**config.mk**
```make
export PLATFORM = sky130hd
export DESIGN_NAME = game_retract_ctrl
export DESIGN_NICKNAME = d
export VERILOG_FILES = /design/src/rtl/game_retract_ctrl.sv
export SDC_FILE = /design/constraint.sdc
export NUM_CORES = 1
export LEC_CHECK = 0
export BUFFER_PORTS_ARGS = -buffer_cell sky130_fd_sc_hd__clkbuf_2
export CAP_MARGIN = 15
export CORE_ASPECT_RATIO = 0.8
export CORE_MARGIN = 2
export CORE_UTILIZATION = 62
export DETAILED_ROUTE_END_ITERATION = 10
export GPL_TIMING_DRIVEN = 0
export PLACE_DENSITY_LB_ADDON = 0.25
export SETUP_SLACK_MARGIN = 0.02
export SLEW_MARGIN = 20
export SYNTH_ARGS = -nofsm -noshare
export SYNTH_HDL_FRONTEND = slang
export SYNTH_SLANG_ARGS = --single-unit
export TNS_END_PERCENT = 100
```
**constraint.sdc**
```tcl
create_clock -name i_clk -period 4.4 [get_ports i_clk]
set_input_delay 1.32 -clock i_clk [delete_from_list [all_inputs] [get_ports i_clk]]
set_output_delay 1.32 -clock i_clk [all_outputs]
set_load 0.05 [all_outputs]
```
**src/rtl/game_retract_ctrl.sv**
```systemverilog
// game_retract_ctrl: sequencer for the undo-history bank (now / latest_1..3).
// Arbitrates init/box-move/man-move/undo requests and drives the bank's commit.
//
// Ports:
//   i_clk            system clock, rising edge
//   i_r              synchronous active-high reset
//   i_req_init       level load/restart pulse
//   i_req_bm         box-move pulse (already validated)
//   i_req_mm         man-move pulse
//   i_req_undo       undo pulse
//   o_sel            bank source select: 0 init, 1 box, 2 man, 3 undo
//   o_game_state_en  single-cycle bank commit enable
//   o_busy           commit or settle in progress
//   o_undo_depth     valid retractable states, 0..HIST_DEPTH
//   o_steps          moves on this level, net of undos
//   o_undo_err       one-cycle pulse on a rejected undo
//   o_undo_left      remaining undo budget (GAME_RETRACT_LIMIT_EN only)
//
// Optional feature macro: GAME_RETRACT_LIMIT_EN adds a per-level undo budget.
module game_retract_ctrl #(
    parameter int HIST_DEPTH    = 3,
    parameter int SETTLE_CYCLES = 2,
    parameter int STEP_W        = 10
`ifdef GAME_RETRACT_LIMIT_EN
    ,
    parameter int UNDO_BUDGET   = 3
`endif
) (
    input  logic              i_clk,
    input  logic              i_r,
    input  logic              i_req_init,
    input  logic              i_req_bm,
    input  logic              i_req_mm,
    input  logic              i_req_undo,
    output logic [1:0]        o_sel,
    output logic              o_game_state_en,
    output logic              o_busy,
    output logic [1:0]        o_undo_depth,
    output logic [STEP_W-1:0] o_steps,
    output logic              o_undo_err
`ifdef GAME_RETRACT_LIMIT_EN
    ,
    output logic [1:0]        o_undo_left
`endif
);

    localparam logic [1:0] SEL_INIT = 2'd0;
    localparam logic [1:0] SEL_BM   = 2'd1;
    localparam logic [1:0] SEL_MM   = 2'd2;
    localparam logic [1:0] SEL_UNDO = 2'd3;

    typedef enum logic [1:0] {
        S_BOOT,
        S_IDLE,
        S_ISSUE,
        S_SETTLE
    } state_t;

    state_t              r_state;
    state_t              w_state_nxt;
    logic [3:0]          r_cnt;
    logic                r_pend_v;
    logic [1:0]          r_pend_sel;
    logic [1:0]          r_sel;
    logic                r_en;
    logic                r_busy;
    logic                r_err;
    logic [1:0]          r_undo_depth;
    logic [STEP_W-1:0]   r_steps;

    logic                w_req_any;
    logic [1:0]          w_req_sel;
    logic                w_cand_v;
    logic [1:0]          w_cand_sel;
    logic                w_arb;
    logic                w_undo_ok;
    logic                w_reject;
    logic                w_go;
    logic [1:0]          w_sel_nxt;
    logic                w_en_nxt;
    logic                w_busy_nxt;
    logic                w_err_nxt;

`ifdef GAME_RETRACT_LIMIT_EN
    logic [1:0]          r_budget;
`endif

    // Priority rank: init > undo > bm > mm.
    function automatic logic [1:0] f_rank(input logic [1:0] s);
        case (s)
            SEL_INIT: return 2'd3;
            SEL_UNDO: return 2'd2;
            SEL_BM:   return 2'd1;
            default:  return 2'd0;
        endcase
    endfunction

    assign w_req_any = i_req_init | i_req_bm | i_req_mm | i_req_undo;

    always_comb begin
        w_req_sel = SEL_MM;
        if (i_req_init)      w_req_sel = SEL_INIT;
        else if (i_req_undo) w_req_sel = SEL_UNDO;
        else if (i_req_bm)   w_req_sel = SEL_BM;
    end

    // Merge live requests with the pending slot; higher rank wins.
    always_comb begin
        w_cand_v   = w_req_any | r_pend_v;
        w_cand_sel = w_req_sel;
        if (r_pend_v &&
            (!w_req_any || (f_rank(r_pend_sel) > f_rank(w_req_sel))))
            w_cand_sel = r_pend_sel;
    end

    // Arbitration happens in IDLE and on the last SETTLE cycle, so a
    // pending request goes straight to ISSUE when settling ends.
    assign w_arb = (r_state == S_IDLE) ||
                   ((r_state == S_SETTLE) && (r_cnt == 4'd0));

`ifdef GAME_RETRACT_LIMIT_EN
    assign w_undo_ok = (r_undo_depth != 2'd0) && (r_budget != 2'd0);
`else
    assign w_undo_ok = (r_undo_depth != 2'd0);
`endif

    assign w_reject = w_arb && w_cand_v &&
                      (w_cand_sel == SEL_UNDO) && !w_undo_ok;
    assign w_go     = w_arb && w_cand_v && !w_reject;

    // State register
    always_ff @(posedge i_clk) begin
        if (i_r) r_state <= S_BOOT;
        else     r_state <= w_state_nxt;
    end

    // Next-state logic
    always_comb begin
        w_state_nxt = r_state;
        case (r_state)
            S_BOOT:   w_state_nxt = S_ISSUE;
            S_IDLE:   w_state_nxt = w_go ? S_ISSUE : S_IDLE;
            S_ISSUE:  w_state_nxt = S_SETTLE;
            S_SETTLE: begin
                if (r_cnt == 4'd0)
                    w_state_nxt = w_go ? S_ISSUE : S_IDLE;
            end
            default:  w_state_nxt = S_BOOT;
        endcase
    end

    // Output logic (next values of the registered outputs)
    always_comb begin
        w_sel_nxt = r_sel;
        if (r_state == S_BOOT) w_sel_nxt = SEL_INIT;
        else if (w_go)         w_sel_nxt = w_cand_sel;
        w_en_nxt   = (w_state_nxt == S_ISSUE);
        w_busy_nxt = (w_state_nxt != S_IDLE);
        w_err_nxt  = w_reject;
    end

    always_ff @(posedge i_clk) begin
        if (i_r) begin
            r_sel  <= SEL_INIT;
            r_en   <= 1'b0;
            r_busy <= 1'b1;
            r_err  <= 1'b0;
        end else begin
            r_sel  <= w_sel_nxt;
            r_en   <= w_en_nxt;
            r_busy <= w_busy_nxt;
            r_err  <= w_err_nxt;
        end
    end

    // Pending slot: filled while busy, consumed at arbitration.
    always_ff @(posedge i_clk) begin
        if (i_r) begin
            r_pend_v   <= 1'b0;
            r_pend_sel <= SEL_INIT;
        end else if (w_arb) begin
            r_pend_v   <= 1'b0;
        end else if (w_req_any &&
                     (!r_pend_v || (f_rank(w_req_sel) > f_rank(r_pend_sel)))) begin
            r_pend_v   <= 1'b1;
            r_pend_sel <= w_req_sel;
        end
    end

    // Settle down-counter, loaded as ISSUE ends.
    always_ff @(posedge i_clk) begin
        if (i_r)
            r_cnt <= 4'd0;
        else if (r_state == S_ISSUE)
            r_cnt <= 4'(SETTLE_CYCLES - 1);
        else if ((r_state == S_SETTLE) && (r_cnt != 4'd0))
            r_cnt <= r_cnt - 4'd1;
    end

    // Bookkeeping, written during the ISSUE cycle.
    always_ff @(posedge i_clk) begin
        if (i_r) begin
            r_undo_depth <= 2'd0;
            r_steps      <= '0;
        end else if (r_state == S_ISSUE) begin
            case (r_sel)
                SEL_INIT: begin
                    r_undo_depth <= 2'd0;
                    r_steps      <= '0;
                end
                SEL_UNDO: begin
                    if (r_undo_depth != 2'd0)
                        r_undo_depth <= r_undo_depth - 2'd1;
                    if (r_steps != '0)
                        r_steps <= r_steps - {{(STEP_W-1){1'b0}}, 1'b1};
                end
                default: begin
                    if (r_undo_depth < 2'(HIST_DEPTH))
                        r_undo_depth <= r_undo_depth + 2'd1;
                    r_steps <= r_steps + {{(STEP_W-1){1'b0}}, 1'b1};
                end
            endcase
        end
    end

`ifdef GAME_RETRACT_LIMIT_EN
    always_ff @(posedge i_clk) begin
        if (i_r)
            r_budget <= 2'(UNDO_BUDGET);
        else if (r_state == S_ISSUE) begin
            if (r_sel == SEL_INIT)
                r_budget <= 2'(UNDO_BUDGET);
            else if ((r_sel == SEL_UNDO) && (r_budget != 2'd0))
                r_budget <= r_budget - 2'd1;
        end
    end

    assign o_undo_left = r_budget;
`endif

    assign o_sel           = r_sel;
    assign o_game_state_en = r_en;
    assign o_busy          = r_busy;
    assign o_undo_depth    = r_undo_depth;
    assign o_steps         = r_steps;
    assign o_undo_err      = r_err;

endmodule

```
# Yosys cells after proc, flatten, opt, wreduce, memory -nomap -nowiden

Cells that the tools add are included.

Equality and inequality tests: 13
Order comparisons: 3
Reductions and logical operators: 31
Bitwise logic cells: 5
Multiplexer cells: 20
$add $sub $neg: 5

Operators by type and width:

| kind                  | number |
|---|---|
| $mux 2                | 12 |
| $pmux 10 s2           | 1 |
| $eq 2x2->1 const B    | 7 |
| $pmux 2 s3            | 2 |
| $add 10x1->10 const B | 1 |
| $mux 10               | 1 |
| $reduce_bool 10->1    | 1 |
| $sub 10x1->10 const B | 1 |
| $logic_and 1x1->1     | 8 |
| $logic_not 2->1       | 4 |
| $pmux 2 s4            | 1 |
| $eq 2x1->1 const B    | 3 |
| $reduce_or 2->1       | 3 |
| $gt 2x2->1            | 2 |
| $logic_not 1->1       | 4 |
| $logic_not 4->1       | 1 |
| $ne 2x2->1 const B    | 2 |
| $or 1x1->1            | 4 |
| $pmux 2 s2            | 1 |
| $reduce_and 2->1      | 2 |
| $reduce_bool 2->1     | 2 |
| $reduce_bool 4->1     | 1 |
| $sub 4x1->4 const B   | 1 |
| $logic_or 1x1->1      | 3 |
| 8 further kinds       | 9 |

Register bits after elaboration: 26
Logic and storage cells: 88
Input bits: 6
Output and inout port bits: 17

# Logic depth before layout (Yosys ltp)

Gate-level depths: netlist of the first run.

Depth in word-level cells: 18
Gate-level depth with buffers: 13
Depth with buffers taken out: 13

# Worst setup path before layout of the first run

No wires, ideal clock.

Path type: input port to flip-flop
Start: in i_req_undo
End: reg r_pend_sel[0]
Required time: 4.272 ns
Setup slack: 1.120 ns
Buffers on the path: 0
Stages on the path: 12
Library setup time: 0.128 ns
Data arrival time: 3.152 ns
Path through: nor2_1 > nor2_1 > inv_1 > ha_1 > or2_2 > inv_1 > ha_1 > nand2_1 > o21ai_0 > a211oi_1 > mux2i_1 > nor2_1

Word-level cells in the longest chain between the ends: 10
Elaborated cells between the ends (all ways): 13
Those cells by class: order compare: 1; eq/ne: 2; mux: 5; bitwise: 1; reduce/logical: 4

Ends and longest elaborated chain:

| item                                     | RTL line | RTL |
|---|---|---|
| from (decl)                              | 34       | `input logic i_req_undo,` |
| $mux 2 (*)                               | 103      | `else if (i_req_undo) w_req_sel = SEL_UNDO;` |
| $mux 2 (*)                               | 102      | `if (i_req_init) w_req_sel = SEL_INIT;` |
| net w_req_sel[0]                         | 72       | `logic [1:0] w_req_sel;` |
| $eq 2x1->1, or another cell as far along | 90       | `case (s)` |
| $pmux 2 s3                               | 90       |  |
| $mux 2                                   | 181      | `end else if (w_arb) begin` |
| $mux 2                                   | 178      | `if (i_r) begin` |
| $gt 2x2->1                               | 184      | `(!r_pend_v \|\| (f_rank(w_req_sel) > f_rank(r_pend_sel)))) begin` |
| $logic_or 1x1->1                         | 184      |  |
| $logic_and 1x1->1                        | 183      | `end else if (w_req_any &&` |
| $reduce_and 2->1 (no line)               | n/a      |  |
| to (signal assigned)                     | 186      | `r_pend_sel <= w_req_sel;` |
| to (decl)                                | 63       | `logic [1:0] r_pend_sel;` |

Mark *: on every way through the listed nets, which the timed path passes. The rest lies on a longest branch. The select of a mux whose other input is x is not followed.
A chain may end at the register's enable or synchronous reset.

# Final worst setup path of the first run

Ends and elaborated chain as after synthesis.

==> results of run 1 <==
==> registers in the layout (all words and copies together) (netlist names) <==
register	cells
o_busy	1
o_game_state_en	1
o_sel	2
o_steps	10
o_undo_depth	2
o_undo_err	1
r_cnt	4
r_pend_sel	2
r_pend_v	1
r_state	2
==> layout by cell type (no fill, tap or decap), types with 4 or more instances in the layout <==
cell type	instances
sky130_fd_sc_hd__o211ai_1	6
sky130_fd_sc_hd__nor2b_1	4
sky130_fd_sc_hd__nor2_1	30
sky130_fd_sc_hd__a211oi_1	4
sky130_fd_sc_hd__o21ai_0	5
sky130_fd_sc_hd__a22oi_1	6
sky130_fd_sc_hd__a21oi_1	15
sky130_fd_sc_hd__nand3_1	5
sky130_fd_sc_hd__dfxtp_1	26
sky130_fd_sc_hd__clkbuf_1	4
sky130_fd_sc_hd__nor3_1	7
sky130_fd_sc_hd__ha_1	19
sky130_fd_sc_hd__clkbuf_2	21
sky130_fd_sc_hd__nand2_1	16
sky130_fd_sc_hd__inv_1	16
==> per-stage QoR <==
step                      cells  total power [mW]  instance area, um^2
final                       287             0.643                 2070
after global routing        287             0.677                 2070
after CTS                   287             0.643                 2070
after detailed placement    283             0.443                 2000
after global placement      283             0.434                 2000
after floorplan             224             0.401                 1850
==> layer usage <==
metal / global-route usage (%) / share of wire [%] / routed length [um] / vias up
met3: 5.11 / 5.7 / 241 / 9
met4: 6.94 / 1.1 / 45 / 0
li1: - / - / - / 875
met1: 36.6 / 48 / 2060 / 800
met2: 44.3 / 45 / 1910 / 51
met5: 0 / 0 / 0 / -
==> worst min-delay path by stage <==
stage               start         end  slack (ps)  cells past startpoint
5_1_grt        o_steps[6]  o_steps[6]         550                      2
2_1_floorplan    r_cnt[0]    r_cnt[0]         480                      2
3_3_place_gp   o_steps[6]  o_steps[6]         500                      2
4_1_cts        o_steps[6]  o_steps[6]         520                      2
6_report       o_steps[6]  o_steps[6]         510                      2
3_5_place_dp   o_steps[6]  o_steps[6]         500                      2
==> power by group through the flow <==
stage                     Combinational (mW)  Clock, mW  Sequential, mW
after global placement                 0.168          0           0.265
after floorplan                        0.121          0           0.280
final                                  0.180      0.202           0.261
after CTS                              0.179      0.204           0.261
after global routing                   0.199      0.216           0.262
after detailed placement               0.177          0           0.266
==> worst min-delay path: cells and delay by family (launching register included) <==
kind               cells  cell delay [ps]
DFF                    1              350
and+or+nand+nor        1               70
AOI/OAI and AO/OA      1               50
==> Yosys cell counts (all sizes together), types with 5 or more instances <==
cell type	instances	share of area, %
o21ai	8	2.2
a21oi	17	5.0
nor3	7	1.9
nand3	5	1.4
a22oi	6	2.4
dfxtp	26	28
inv	16	3.2
o211ai	7	3.1
nor2	30	6.1
ha	19	13
nand2	16	3.2
==> cells by family after synthesis <==
| group | synth area share [%] |
|---|---|
| flops | 28.1 |
| mux | 1.62 |
| xor+xnor | 1.89 |
| compound gates | 26.5 |
| fa+ha+maj | 13.9 |
| buf+inv | 4.60 |
| simple gates | 23.3 |
==> layout make-up <==
cell class	count	share of cell area (%)
inverter	16	2.90
multi-input combinational	176	60.0
clock inverter	1	1.45
clock buffer	3	1.99
tap	38	2.29
sequential	26	25.1
buffer	6	1.21
timing repair buffer	21	5.07
==> metrics list, run 1 <==
- Synth-to-Final Area Change: 12.1%
* CTS Hold Buffers Added: 0
* Critical path launch point type: input pin
- Number of H-tree levels: 1
- The repair_antennas step left the layout with diodes totalling 0.
- At the worst endpoint, the arrival time is 3610 ps.
- Capturing element type of the critical path: flip-flop
- Dividing total power by cell area gives a power density of between 300 and 400 mW/mm^2.
- The number of clock buffers added by TritonCTS is 3.
- The hold violation count in the final report came to 0.
* Crit path max fanout: 4
- From left edge to right edge, the die measures ~65 um.
- Minimum clock period after layout: between 3000 and 4000 ps
- Clock Skew: 6.61 ps
* Setup total negative slack: 0 ps
* Syn nets: 250
- The net count of the finished layout is 276.
- Register-to-Register Setup Slack: 1770 ps
- Internal: about 440 uW
- Static leakage power: approximately 0.96 nW
* Flip-flop and latch count after synthesis: 26
* Most common flop cell mapped by yosys: sky130_fd_sc_hd__dfxtp_1
- Clock Tree Buf Depth: 2
- Reg-to-reg startpoint: o_sel[0]
* Utilization of the core after routing: between 70% and 80%
- Multi-input gate area in the final layout: 0.00124 mm^2
- For this design the total switching power over the nets is 207 uW.
- For this run, asynchronously set or reset flops after synthesis account for 0%.
* WP depth: 13
* Vias: 1735
- The number of different library cells used by synthesis comes to 51.
- Once detailed placement completed, the half-perimeter wirelength came to ~3.2 mm.
* Final Max Tran Viols: 0
- Post-detailed-route wirelength per cell: roughly 15 um
- Pin placement for this block handled 23 I/O pins.
- Clock tree synthesis found a total of 26 sinks.
* Setup ws final: 941 ps
* TritonCTS clock tree: built
- Sw frac: between 30% and 40%
* First-iteration detailed-routing DRC count: 120
* Startpoint of the most critical setup path: i_req_undo
* Number of synthesized flops with an enable pin: 0
- Most used cell, CP: sky130_fd_sc_hd__nor2_1
* Max-Cap Viols: 0
- Data on the critical path is required at its endpoint by 4550 ps.
- The path class of the tightest hold or removal check is reg2reg.
- The critical path ends at r_pend_sel[0].
- At the pin with the least slew margin, the transition time is approximately 600 ps.
- RSZ-0062 raised after global routing: false
- Sequential share of the synthesized area: roughly 28%
* Port-buffer cells: 21
- The count of nets left with antenna violations once routing finished came out at 0.
- Buffer cell driving the clock tree root: sky130_fd_sc_hd__clkbuf_8
- Top delay family on crit path: simple AND/OR/NAND/NOR gates
- The cell area that synthesis handed to floorplanning was ~0.0019 mm^2.
- Antenna violations before repair: 0
* Clock power share: between 30% and 40%
* Max stage delay cell, worst path: sky130_fd_sc_hd__a211oi_1
- After filler insertion, the fill cell instance count of the layout stands at approximately 220.
- Clock-pin slew of the registers on the worst-case setup and hold paths: about 90 ps
- Relative max-transition margin: around three fifths
- Of the available clock period, the critical path in the final layout requires 78.6%.
- Buffering stage count on the worst path with inverters included: 3
- Worst vdd rail ir drop: 304 uV
- Relative contribution of combinational cells to total power: 27.9%
- The die is around 53 um tall.
* Placeable core region: between 0.002 and 0.003 mm^2
- OpenSTA, run right after detailed placement, puts the worst setup slack at 652 ps.
- The signal on the critical path passes through clkbuf_2 -> nor2_1 -> nor2_1 -> inv_1 -> ha_1 -> or2_2 -> inv_1 -> ha_1 -> nand2_1 -> o21ai_0 -> a211oi_1 -> mux2i_1 -> nor2_1.
* Total Die Area: ~0.0034 mm^2
- Largest net degree at the start of global routing: 16
- Logic depth of the worst register-to-register path: 8
* GPL Wtd Cong: between 0.8 and 0.9
- Registers take ~520 um^2.
* Reg2reg end: o_steps[8]
- The first global-routing pass estimated between 7 and 8 mm of wire.
* Post-CTS Resized: 0
- For this block, the routed nets add up to about 4.3 mm of wire.
- Highest achievable clock rate: between 0.2 and 0.3 GHz
- After detailed routing, the number of vias per cell comes to between 6 and 7.
- Seq pwr share: 40.6%
- Global routing finished with a remaining overflow of 0.
* DR pass1 iterations: 4
- Worst Hold Slack: ~510 ps
- Result of the run: finished clean
- The largest single stage delay on the critical path is 430 ps.
- Site Rows: 17
* Category of the critical setup timing path: in2reg
* Total track usage: 26.9%
- Count of warnings emitted by yosys: 0
- For this configuration, the core starts out at a cell density of between 60 and 70%.
* Number of global-route vias before repair: between 1500 and 2000
- The clock reaches the later pin of the worst-skew pair after roughly 280 ps.
* Synthesized area divided by synthesized cell count: between 8 and 9 um^2
* Total of endpoints with negative setup slack in the final report: 0
- In the final layout, the share of cells above drive strength 1 is about 15%.
* Post-route DRC violation count: 0
- Post-CTS setup repair buffer count: 0
* Number of cells produced by synthesis: 224
No activity file was read; power rests on OpenSTA's default activity.
==> inputs of run 2 (changes only) <==
--- a/config.mk
+++ b/config.mk
@@ -9,7 +9,7 @@
 export CAP_MARGIN = 15
 export CORE_ASPECT_RATIO = 0.8
 export CORE_MARGIN = 2
-export CORE_UTILIZATION = 62
+export CORE_UTILIZATION = 52
 export DETAILED_ROUTE_END_ITERATION = 10
 export GPL_TIMING_DRIVEN = 0
 export PLACE_DENSITY_LB_ADDON = 0.25
==> constraint.sdc (replaced) <==
create_clock -name i_clk -period 2.8 [get_ports i_clk]
set_input_delay 0.84 -clock i_clk [delete_from_list [all_inputs] [get_ports i_clk]]
set_output_delay 0.84 -clock i_clk [all_outputs]
set_load 0.05 [all_outputs]
==> metrics list, run 2 (same netlist as run 1, synthesis figures left out) <==
* Capturing element type of the critical path: flip-flop
* Buffering stage count on the worst path with inverters included: 4 (+1)
- The first-pass iteration count of the detailed router came to 4 (unchanged).
- GPL Wtd Cong: 0.850 (-1.2%)
- The actual transition at the worst max-transition pin came to 613 ps (+10.5 ps).
* Startpoint of the most critical setup path: i_req_undo
- Post-detailed-route wirelength per cell: 14.0 um (-5.4%)
- GR Overflow Total: 0 (unchanged)
- TritonCTS clock tree: built
- The final sum of negative setup slack is 0 ps (unchanged).
* Clock Skew: 2.14 ps (-4.47 ps)
* First-iteration detailed-routing DRC count: 61 (-49%)
- Critical path launch point type: input pin
* Half-perimeter wire length of the detailed placement result: 3.15 mm (-2.3%)
* Port-buffer cells: 21 (unchanged)
- Via density: 5.89 (-2.6%)
- Static leakage power: 0.985 nW (+2.9%)
- Ratio of total power to cell area: 483 mW/mm^2 (+56%)
- The core box area was 0.00342 mm^2 (+22%).
- Filler cell count in the final layout: 315 (+41%)
* Worst hold start: r_cnt[0]
- Result of the run: finished clean
- The sink count of the clock tree was 26 (unchanged).
- The register area is 520 um^2 (unchanged).
* Post-route DRC violation count: 0 (unchanged)
* Clock Tree Buf Depth: 2 (unchanged)
- The flip-flop count of the largest register after layout is 10 (unchanged).
- The count of hold buffers inserted by post-cts repair was 0 (unchanged).
- The number of buffers created by CTS was 3 (unchanged).
* Signal arrival time at the worst endpoint: 2890 ps (-720 ps)
* Wire length reported by the detailed router: 4.14 mm (-2.7%)
* Max stage delay cell, worst path: sky130_fd_sc_hd__ha_2
* Antenna violations before repair: 0 (unchanged)
* Share of the cycle needed by the critical path after routing: 96.3%
- The min-delay analysis places its worst path in the category reg2reg.
- Total Die Area: 0.00405 mm^2 (+18%)
* Total track usage: 21.0% (-5.9 points)
* Top delay family on crit path: compound AO/OA/AOI/OAI gates
- Die Span X: 70.7 um (+8.6%)
- The critical path goes through clkbuf_2 -> inv_1 -> a21oi_2 -> inv_2 -> ha_1 -> nor2_1 -> or2_4 -> inv_1 -> ha_2 -> nand2_2 -> o21a_4 -> a211o_1 -> and2_4 -> a211oi_2.
- The die height was 57.4 um (+8.5%).
- The number of global-route vias before repair came to 1542 (+0.85%).
- Multi-input gate area in the final layout: 0.00132 mm^2 (+6.1%)
- Total placed cells including tap cells: 287 (+1.4%)
* Clock insertion delay at the later pin of the skew report: 270 ps (about the same)
- Max-Cap Viols: 0 (unchanged)
* Initial Utilization: 54.1% (-12 points)
- Count of pins on the block boundary: 23 (unchanged)
- Final Max Tran Viols: 0 (unchanged)
- Clock-pin slew of the registers on the worst-case setup and hold paths: 90 ps (about the same)
* Cell area after placement: 0.00202 mm^2 (+0.69%)
- The placement row count was 19 (+2).
* Highest achievable clock rate: around 0.37 GHz
- The tree is rooted in a sky130_fd_sc_hd__clkbuf_8.
* Number of H-tree levels: 1 (unchanged)
- The total vias in the final route is 1737 (+0.12%).
* Total of endpoints with negative setup slack in the final report: 0 (unchanged)
- First-pass GRT wire length: 7.00 mm (-0.30%)
- Residual antenna-violating net count after detailed routing: 0 (unchanged)
- The worst slew margin relative to its limit is 58.7% (-0.70 points).
* Count of final hold-check violations: 0 (unchanged)
- Worst vdd rail ir drop: 344 uV (+13%)
- Reg-to-reg startpoint: o_sel[0]
* Most frequent cells in the layout: sky130_fd_sc_hd__nor2_1 (28), sky130_fd_sc_hd__dfxtp_1 (26), sky130_fd_sc_hd__clkbuf_2 (21)
- The routed design could run at a clock period as short as ~2700 ps.
* Final nets: 280 (+1.4%)
- Worst setup slack before clock tree synthesis: -422 ps (-1070 ps)
- Crit path max fanout: 3 (-1)
- Share of layout cells above drive strength 1: 22.5% (+7.7 points)
* Setup ws final: 104 ps (-837 ps)
* Largest net degree at the start of global routing: 16 (unchanged)
- Utilization of the core after routing: 63.9% (-10 points)
- Most common cell after layout, fill and taps aside: sky130_fd_sc_hd__nor2_1
* Final design area excluding fillers: 0.00219 mm^2 (+5.4%)
* Synth-to-Final Area Change: 18.1%
- The data required time at the worst endpoint was 3000 ps (-1550 ps).
- The critical path in this run is classified as in2reg.
* Crit path largest cell delay: 310 ps (-120 ps)
- Final std cells w/o fill: 295 (+2.8%)
- By instance count, the cell type seen most on the critical path is sky130_fd_sc_hd__inv_1.
- Total inserted antenna cells: 0 (unchanged)
[run 2: cell types whose count changed in the layout (fill, tap and decap cells not counted), sizes merged]
cell	before	now
buf	2	6
[run 2: area by class of cell]
| cell class | count | share of cell area, % |
|---|---|---|
| clock buffers | 3 | 1.89 |
| inverters | 16 | 2.75 |
| plain buffers | 6 | 1.14 |
| repair buffers | 25 | 6.18 |
| flip-flops and latches | 26 | 23.8 |
| multi-input cells | 176 | 60.4 |
| well taps | 42 | 2.40 |
| clock inverters | 1 | 1.37 |
[run 2: routing by layer]
metal | share of wire, % | wire length, um | track usage [%] | vias up
met2 | 43 | 1760 | 32.2 | 47
li1 | - | - | - | 883
met3 | 7.9 | 329 | 5.12 | 4
met5 | 0 | 0 | 0 | -
met1 | 49 | 2030 | 30.7 | 803
met4 | 0.34 | 14 | 3.50 | 0
[run 2: where the power goes]
part | switching, mW | leakage, nW | internal [mW]
combinational | 0.196 | 0.738 | 0.137
clock | 0.121 | 0.0357 | 0.191
sequential | 0.0207 | 0.212 | 0.390
total | 0.338 | 0.985 | 0.718
[run 2: tightest hold or removal path: stages, from the launching register on]
cell                      delay, ps
sky130_fd_sc_hd__dfxtp_1        330
sky130_fd_sc_hd__nor2_1         100
sky130_fd_sc_hd__nor3_1          50
[run 2: repair_timing]
item	in CTS	in global routing
resized for setup	2	16
pin swaps	1	7
setup buffers	3	1
setup endpoints to repair	7	9
[run 2: worst paths after layout]
kind         slack, ps               to  cells after the start
min                510         r_cnt[0]                      2
max reg2reg        240       o_steps[8]                      8
max                100  o_game_state_en                     14
min reg2reg        510         r_cnt[0]                      2
[run 2: through the flow]
| stage | power [mW] | hold WS, ps |
|---|---|---|
| after floorplan | 0.634 | 482 |
| after global routing | 1.12 | 552 |
| final | 1.06 | 513 |
| after global placement | 0.687 | 497 |
| after CTS | 1.01 | 518 |
| after detailed placement | 0.696 | 505 |
==> inputs of run 3 (changes only) <==
--- a/config.mk
+++ b/config.mk
@@ -12,7 +12,7 @@
 export CORE_UTILIZATION = 52
 export DETAILED_ROUTE_END_ITERATION = 10
 export GPL_TIMING_DRIVEN = 0
-export PLACE_DENSITY_LB_ADDON = 0.25
+export PLACE_DENSITY = 0.73
 export SETUP_SLACK_MARGIN = 0.02
 export SLEW_MARGIN = 20
 export SYNTH_ARGS = -nofsm -noshare
==> metrics list, run 3 (same netlist as run 1, synthesis figures left out) <==
- Signal arrival time at the worst endpoint: 2840 ps (-50 ps)
- The maximum frequency from static timing analysis is 0.374 GHz (+0.78%).
- The global placer's final weighted congestion was 0.818 (-3.7%).
- The routed wire length was 4.15 mm (+0.17%).
- The actual transition at the worst max-transition pin is 615 ps (+1.32 ps).
- TritonCTS clock tree: built
* Share of the cycle needed by the critical path after routing: 95.5% (-0.75 points)
- Synth-to-Final Area Change: 16.7%
- The deepest level of the CTS H-tree was 1 (unchanged).
- The worst slew margin relative to its limit came to 58.6% (-0.089 points).
- The HPWL after detailed placement came to 3.10 mm (-1.6%).
* Capturing element type of the critical path: flip-flop
* Clock insertion delay at the later pin of the skew report: 280 ps (about the same)
- The critical-path maximum fanout came to 3 (unchanged).
- Crit path largest cell delay: 350 ps (+40 ps)
- The first-pass iteration count of the detailed router came to 4 (unchanged).
* Total Die Area: 0.00405 mm^2 (unchanged)
- Total of endpoints with negative setup slack in the final report: 0 (unchanged)
- First-iteration detailed-routing DRC count: 114 (+87%)
* Top delay family on crit path: compound AO/OA/AOI/OAI gates
* Total inserted antenna cells: 0 (unchanged)
* Die Y-Extent: 57.4 um (unchanged)
- The number of nets in the layout is 279 (-0.36%).
- Initial Utilization: 54.1% (unchanged)
* Placeable core region: 0.00342 mm^2 (unchanged)
- The global-route wire length before repair came to 6.99 mm (-0.10%).
- Max reg flops: 10 (unchanged)
- The count of pins on the block boundary is 23 (unchanged).
- The library cell used most frequently in the layout, excluding fill and tap cells, is sky130_fd_sc_hd__nor2_1.
- The maximum vdd drop was 271 uV (-21%).
- Largest net degree at the start of global routing: 16 (unchanged)
- The remaining routing DRC violations was 0 (unchanged).
* Filler cell count in the final layout: 310 (-1.6%)
- Antenna violations before repair: 0 (unchanged)
- The setup path with the least slack is of type in2reg.
- Number of global-route vias before repair: 1481 (-4.0%)
- Clock Skew: 7.12 ps (+4.97 ps)
- The static leakage power was 0.969 nW (-1.6%).
- Final Max Tran Viols: 0 (unchanged)
- Minimum clock period after layout: 2670 ps (-20.9 ps)
- The number of buffers created by CTS is 3 (unchanged).
- The buffer levels on the longest clock path is 2 (unchanged).
- The chip width was 70.7 um (unchanged).
- Most frequent cells in the layout: sky130_fd_sc_hd__nor2_1 (28), sky130_fd_sc_hd__dfxtp_1 (26), sky130_fd_sc_hd__clkbuf_2 (20)
- The placement row count was 19 (unchanged).
* GR Overflow Total: 0 (unchanged)
* Residual antenna-violating net count after detailed routing: 0 (unchanged)
* Via density: 5.82 (-1.1%)
- CP cell instances: clkbuf_2 -> nor2_2 -> nor2_2 -> inv_2 -> ha_1 -> or2_2 -> inv_1 -> ha_1 -> nand2_2 -> o21a_1 -> o21ai_2 -> o32a_1 -> o211a_1
- Setup total negative slack: 0 ps (unchanged)
* Ratio of total power to cell area: 482 mW/mm^2 (-0.23%)
* Total track usage: 21.4% (+0.37 points)
- Max stage delay cell, worst path: sky130_fd_sc_hd__o32a_1
- The clock edge transition at the registers on the reported setup and hold paths was 90 ps (about the same).
- CTS Hold Buffers Added: 0 (unchanged)
- Class of the most critical hold timing path: reg2reg
- Critical path launch point type: input pin
- Post-detailed-route wirelength per cell: 14.1 um (+0.51%)
* Result of the run: finished clean
- Utilization of the core after routing: 63.1% (-0.77 points)
- Count of final hold-check violations: 0 (unchanged)
* Max-Cap Viols: 0 (unchanged)
- Vias: 1712 (-1.4%)
- TritonCTS Sinks: 26 (unchanged)
- Clock tree synthesis selected as its root buffer the cell sky130_fd_sc_hd__clkbuf_8.
- Share of layout cells above drive strength 1: 20.6% (-1.9 points)
* Data required time of the critical path: 2970 ps (-30 ps)
- Buffering stage count on the worst path with inverters included: 3 (-1)
- The number of buffers inserted by port buffering is 21 (unchanged).
==> run 3: final timing paths <==
kind              start    endpoint  slack [ps]  cells after the start
max          i_req_undo    o_sel[1]         130                     13
max reg2reg    o_sel[0]  o_steps[8]         210                      8
min reg2reg  o_steps[6]  o_steps[6]         510                      2
min          o_steps[6]  o_steps[6]         510                      2
==> run 3: cell type report <==
class	count	area (um^2)	area share, %
plain buffers	6	25.0	1.16
clock buffers	3	41.3	1.91
clock inverters	1	30.0	1.39
inverters	16	63.8	2.95
multi-input cells	176	1300	60.0
flip-flops and latches	26	520	24.1
well taps	42	52.6	2.43
repair buffers	24	130	6.03
==> run 3: repair_timing <==
item,CTS,global route
gates resized for setup,2,12
pin swaps,0,7
setup buffers,0,3
setup endpoints to repair,7,10
==> run 3: report_power, final <==
part	total, mW	internal, mW	leakage [nW]	switching, mW
logic	0.315	0.125	0.722	0.191
clock network	0.315	0.192	0.0357	0.124
registers	0.410	0.390	0.212	0.0205
total	1.04	0.706	0.969	0.335
==> run 3: worst reg2reg max path, stage by stage, from the launching register on <==
cell and delay, ps:
sky130_fd_sc_hd__dfxtp_1 360, sky130_fd_sc_hd__nand2_1 200, sky130_fd_sc_hd__clkinvlp_4 300, sky130_fd_sc_hd__fa_1 480, sky130_fd_sc_hd__a21o_1 170, sky130_fd_sc_hd__a21oi_1 380
sky130_fd_sc_hd__o211ai_1 170, sky130_fd_sc_hd__a311o_1 390, sky130_fd_sc_hd__o211ai_2 70
==> run 3: routing by layer <==
metal	part of all wire, %	GRT usage (%)
met1	51	33.2
met3	5.5	4.42
met2	43	31.2
met5	0	0
met4	0.55	3.23
==> run 3: metrics by stage <==
step                std cells  cell area (um^2)  hold slack [ps]  power (mW)  worst slack, ps
CTS                       291              2090              518        1.01             27.0
global placement          287              2020              498       0.687             -331
detailed placement        287              2020              500       0.694             -382
finish                    294              2160              512        1.04              125
global route              294              2160              549        1.10            -19.8
floorplan                 224              1860              482       0.634             24.5
